--- config.mk ---
export PLATFORM = sky130hd
export DESIGN_NAME = dual_regfile
export DESIGN_NICKNAME = d
export VERILOG_FILES = /design/src/rtl/dual_regfile.sv
export SDC_FILE = /design/constraint.sdc
export NUM_CORES = 2
export LEC_CHECK = 0
export CAP_MARGIN = 20
export CORE_UTILIZATION = 45
export CTS_BUF_LIST = sky130_fd_sc_hd__clkbuf_4 sky130_fd_sc_hd__clkbuf_8
export DETAILED_ROUTE_END_ITERATION = 12
export SLEW_MARGIN = 20
export SYNTH_ARGS = -nofsm -noshare
export SYNTH_HDL_FRONTEND = slang
export SYNTH_SLANG_ARGS = --single-unit
export TNS_END_PERCENT = 1
--- constraint.sdc ---
create_clock -name clk -period 6.1 [get_ports clk]
set_input_delay 1.83 -clock clk [delete_from_list [all_inputs] [get_ports clk]]
set_output_delay 1.83 -clock clk [all_outputs]
set_load 0.02 [all_outputs]
--- src/rtl/dual_regfile.sv ---
// Integer (GPR) and floating-point (FPR) register files for the single-cycle DLX datapath.
// Reads are combinational with no write bypass; writes commit on the rising edge; gpr[0] is hardwired to zero.
module dual_regfile #(
  parameter int WIDTH = 32,
  parameter int AW    = 5
) (
  input  logic               clk,
  input  logic               reset,
  input  logic [AW-1:0]      rs1,
  input  logic [AW-1:0]      rs2,
  input  logic [AW-1:0]      rd,
  input  logic               regWr,
  input  logic [0:WIDTH-1]   busW,
  input  logic [AW-1:0]      frs1,
  input  logic [AW-1:0]      frs2,
  input  logic [AW-1:0]      frd,
  input  logic               fregWr,
  input  logic [0:WIDTH-1]   fbusW,
  output logic [0:WIDTH-1]   busA,
  output logic [0:WIDTH-1]   busB,
  output logic [0:WIDTH-1]   fbusA,
  output logic [0:WIDTH-1]   fbusB
);

  localparam int DEPTH = 2 ** AW;

  logic [0:WIDTH-1] gpr [DEPTH];
  logic [0:WIDTH-1] fpr [DEPTH];

  // Reset wins over both write ports; gpr[0] is never written so it stays at the reset value.
  always_ff @(posedge clk) begin
    if (reset) begin
      for (int i = 0; i < DEPTH; i++) begin
        gpr[i] <= '0;
        fpr[i] <= '0;
      end
    end else begin
      if (regWr && (rd != '0)) begin
        gpr[rd] <= busW;
      end
      if (fregWr) begin
        fpr[frd] <= fbusW;
      end
    end
  end

  // The r0 read mask keeps busA/busB at zero even before the first reset.
  assign busA  = (rs1 == '0) ? '0 : gpr[rs1];
  assign busB  = (rs2 == '0) ? '0 : gpr[rs2];
  assign fbusA = fpr[frs1];
  assign fbusB = fpr[frs2];

endmodule

# After elaboration in Yosys (flattened, before gate mapping)
# Memories as Yosys holds them, arrays and structs flattened.
# Cells that the tools add are included.
# totals
ramBits	2048
reg_bits	0
n_memories	2
# mem_list
memory	words	width	rd	rd_ports_with_merged_regs	wr	line_no	text
fpr	32	32	2	0	32	28	logic [0:WIDTH-1] fpr [DEPTH];
gpr	32	32	2	0	32	27	logic [0:WIDTH-1] gpr [DEPTH];
# op_classes
reduce_logical	6
n_mux	16
# ops
cell	count
2-to-1 mux 32 bit	4
OR reduction 32 bit	2
logical NOT 5 bit	2
2-to-1 mux 1 bit	10
2-to-1 mux 5 bit	2
nonzero test 5 bit	1
logical AND 1 bit	1

# Logic depth before layout (Yosys ltp)
# depth
word_depth	7
depth_mapped	7
ltp_nobuf	4

# Least setup slack after synthesis
# OpenSTA, ideal clock, no wires.
# synth_path
path_kind	input -> output
startpoint	in rs2[0]
endpoint	out busB[16] (netlist name)
required_time_ns	4.270
arrival_ns	3.693
n_path_buf	3
setup_slack_ns	0.577
stages	6
path_cell_list	buf_2 buf_1 and2_0 clkbuf_1 a22oi_1 a311oi_1
# synth_between
elab_chain_len	2
word_cells_on_any_way	3
classes_between	1 x mux; 1 x reduce/logical; 1 x memory
# synth_lines
item	line_no	text
start, declared	10	input logic [AW-1:0] rs2,
memory read (32 x 32 bit) or logical NOT 5 bit (tied branches)	-	
2-to-1 mux 32 bit *	49	assign busB = (rs2 == '0) ? '0 : gpr[rs2];
end, declared	20	output logic [0:WIDTH-1] busB,
# Every way passes the cells marked *; elsewhere a longest branch is shown, timed or not.

# Final worst setup path
# layout_path
startpoint	in rs2[0]
endpoint	out busB[23] (netlist name)
# Same word-level chain as after synthesis.

==> impl_metrics.json <==
{
  "drc": 0,
  "status": "finished with violations",
  "max_slew.worst_pin.slew_ns": 1.15,
  "drtPass1Iterations": 6,
  "drt-initial-drc-count": 8977,
  "ctsHoldBuffers": 0,
  "synth_top_cell_by_area": "edfxtp_1",
  "fmax_mhz": 162,
  "synth.area.top_cells": "edfxtp_1 (57%), mux4_2 (23%), and2_1 (12%)",
  "critPathLaunchType": "input port",
  "die_h_um": 493,
  "cts_made_buffers": 368,
  "clock_path_buffers": 4,
  "port_buffers": 225,
  "clkTransAtPathRegs_ns": 0.06,
  "hpwl_mm": 233,
  "antenna_found_initial": 37,
  "synth_cell_types": 32,
  "crit_type": "in2out",
  "slowest_stage": "clkdlybuf4s50_1",
  "area_growth_pct": 15.9,
  "die_w_um": 493,
  "track_usage_pct": 31.1,
  "fin_nets": 7437,
  "nFillCells": 19400,
  "wirelength_mm": 378,
  "hold_violations": 0,
  "seq_area_frac_synth_pct": 56.7,
  "timing.final.crit_share_pct": 101,
  "start_util_pct": 45.5,
  "postRouteAntennaNets": 0,
  "io_pins": 226,
  "power_density_nw_per_um2": 268,
  "drv_cap": 0,
  "coreArea_um2": 239000,
  "grt_pass1_vias": 69600,
  "synth_seq_cells": 2048,
  "syn_area_um2": 109000,
  "layout_setup_ws_ns": -0.0629,
  "cts_resized": 58,
  "dpl-instance-area_um2": 119000,
  "power.leakage_nw": 43.6,
  "cp_max_fo": 9,
  "finalSetupViolations": 5,
  "cp.required_ns": 4.27,
  "startpoint": "rs2[0]",
  "path_common_cell": "buf_4",
  "synth_top_area_share_pct": 56.7,
  "endpoint": "busB[23]",
  "grt_pass1_wl_mm": 530,
  "worstPathCellList": "buf_6 -> clkinv_2 -> buf_4 -> mux2_2 -> o21ai_0 -> a311oi_1 -> buf_4 -> clkdlybuf4s50_1",
  "maxSlewViolCount": 0,
  "multi_input_area_um2": 44600,
  "post-route-min-period_ns": 6.16,
  "row_count": 179,
  "vias_per_cell": 6.36,
  "min-delay-path-class": "in2reg",
  "vias": 68500,
  "seqCellArea_um2": 61500,
  "pre_cts_ws_ns": -0.190,
  "h-tree-depth": 5,
  "syn_inst": 6794,
  "timing.hold.ws_ns": 1.34,
  "wire_per_inst_um": 35.1,
  "cpPeakStageDelay_ns": 0.62,
  "fin_area_um2": 126000,
  "endpoint_kind": "primary output",
  "grt_setup_unrepaired": "yes",
  "relSlewSlack_pct": 23.3,
  "place_congestion": 0.883,
  "cp.arrival_ns": 4.33,
  "post_cts_buffers": 0,
  "cts_tree": "done",
  "ir_drop_mv": 0.192,
  "drive_gt1_share_pct": 34.9,
  "die_area_um2": 243000,
  "synth.avg_cell_area_um2": 16.0,
  "grt-ovfl-total": 0,
  "synth-warning-count": 0,
  "grt_start_max_net_pins": 57,
  "cts_sinks": 2048,
  "violations": "setup timing",
  "root_buffer": "clkbuf_8"
}
[layout by cell type, fill, tap and decap left out, types with 84 or more instances in the layout]
cell             count
edfxtp_1          2048
clkbuf_8           372
clkdlybuf4s50_1     84
and2_1            2018
mux4_2            1088
mux2i_1            128
o21ai_0            100
clkinv_1            86
clkbuf_4           114
buf_4              556
mux2_2             128
buf_12             151
[synth_stat cells]
master,n
a211oi_1,64
a221oi_1,44
a22oi_1,64
a311oi_1,64
and2_0,2
and2_1,2016
buf_1,48
buf_2,106
buf_4,24
buf_6,10
clkbuf_1,554
conb_1,1
edfxtp_1,2048
inv_1,2
mux2_2,128
mux2i_1,128
mux4_2,1088
nand2_1,45
nand2b_1,4
nand3_1,2
nand3b_1,6
nand4b_1,2
nand4bb_1,2
nor2_1,72
nor2b_1,68
nor3b_1,2
o2111ai_1,20
o21ai_0,108
or2_2,65
or3_1,2
or3b_2,3
or4_1,2
[kinds of logic (layout without fill, tap and decap cells)]
group                  after synthesis  in the layout  synth area share [%]
AND/OR/NAND/NOR                   2293           2293                  13.0
flip-flops                        2048           2048                  56.7
multiplexers                      1344           1344                  25.1
buffers and inverters              744           1505                  2.85
AO/OA/AOI/OAI                      364            364                  2.42
other                                1             52               0.00346
[worst max-delay path: cells and delay by family]
| family | cells | cell delay, ns |
|---|---|---|
| compound gates | 2 | 0.58 |
| buf+inv | 5 | 1.66 |
| mux | 1 | 0.24 |
[per-layer routing]
metal	part of all wire [%]	global-route usage (%)	up-vias
met3	10	6.61	881
met4	5.1	14.9	8
li1	-	-	27400
met2	47	49.2	4316
met1	37	41.0	35900
met5	0.014	0	-
[flip-flops by register name, indices dropped and copies added (netlist names)]
name  flops
fpr    1024
gpr    1024
[power by group]
part | switching (W) | internal, W
Sequential | 0.000379 | 0.0163
Clock | 0.00582 | 0.00652
Combinational | 0.00256 | 0.00219
[metrics by stage]
stage | setup TNS, ns | util (%) | total power (W) | cells
finish | -0.165 | 52.7 | 0.0337 | 10800
global route | -0.242 | 52.7 | 0.0346 | 10800
CTS | -0.0535 | 52.7 | 0.0338 | 10800
detailed placement | -2.13 | 49.8 | 0.0216 | 10100
global placement | -1.77 | 49.8 | 0.0216 | 10100
floorplan | 0 | - | 0.0194 | 6825
[layout make-up]
type,count,area share (%)
antenna,20,0.0398
clock buffer,486,4.75
clock inverter,131,0.570
inverter,2,0.00796
multi-input combinational,4033,35.4
sequential,2048,48.9
tap,3167,3.15
timing repair buffer,886,7.16
[worst min-delay path by stage]
stage	endpoint	startpoint	slack [ns]	depth (start not counted)
3_5_place_dp	gpr[0][15]	reset	2.39	1
2_1_floorplan	fpr[0][31]	fbusW[0]	2.03	1
6_report	gpr[0][5]	reset	1.34	1
4_1_cts	gpr[0][5]	reset	1.24	1
3_3_place_gp	gpr[0][15]	reset	2.39	1
5_1_grt	gpr[0][5]	reset	1.26	1
(Power assumes the default switching activity.)
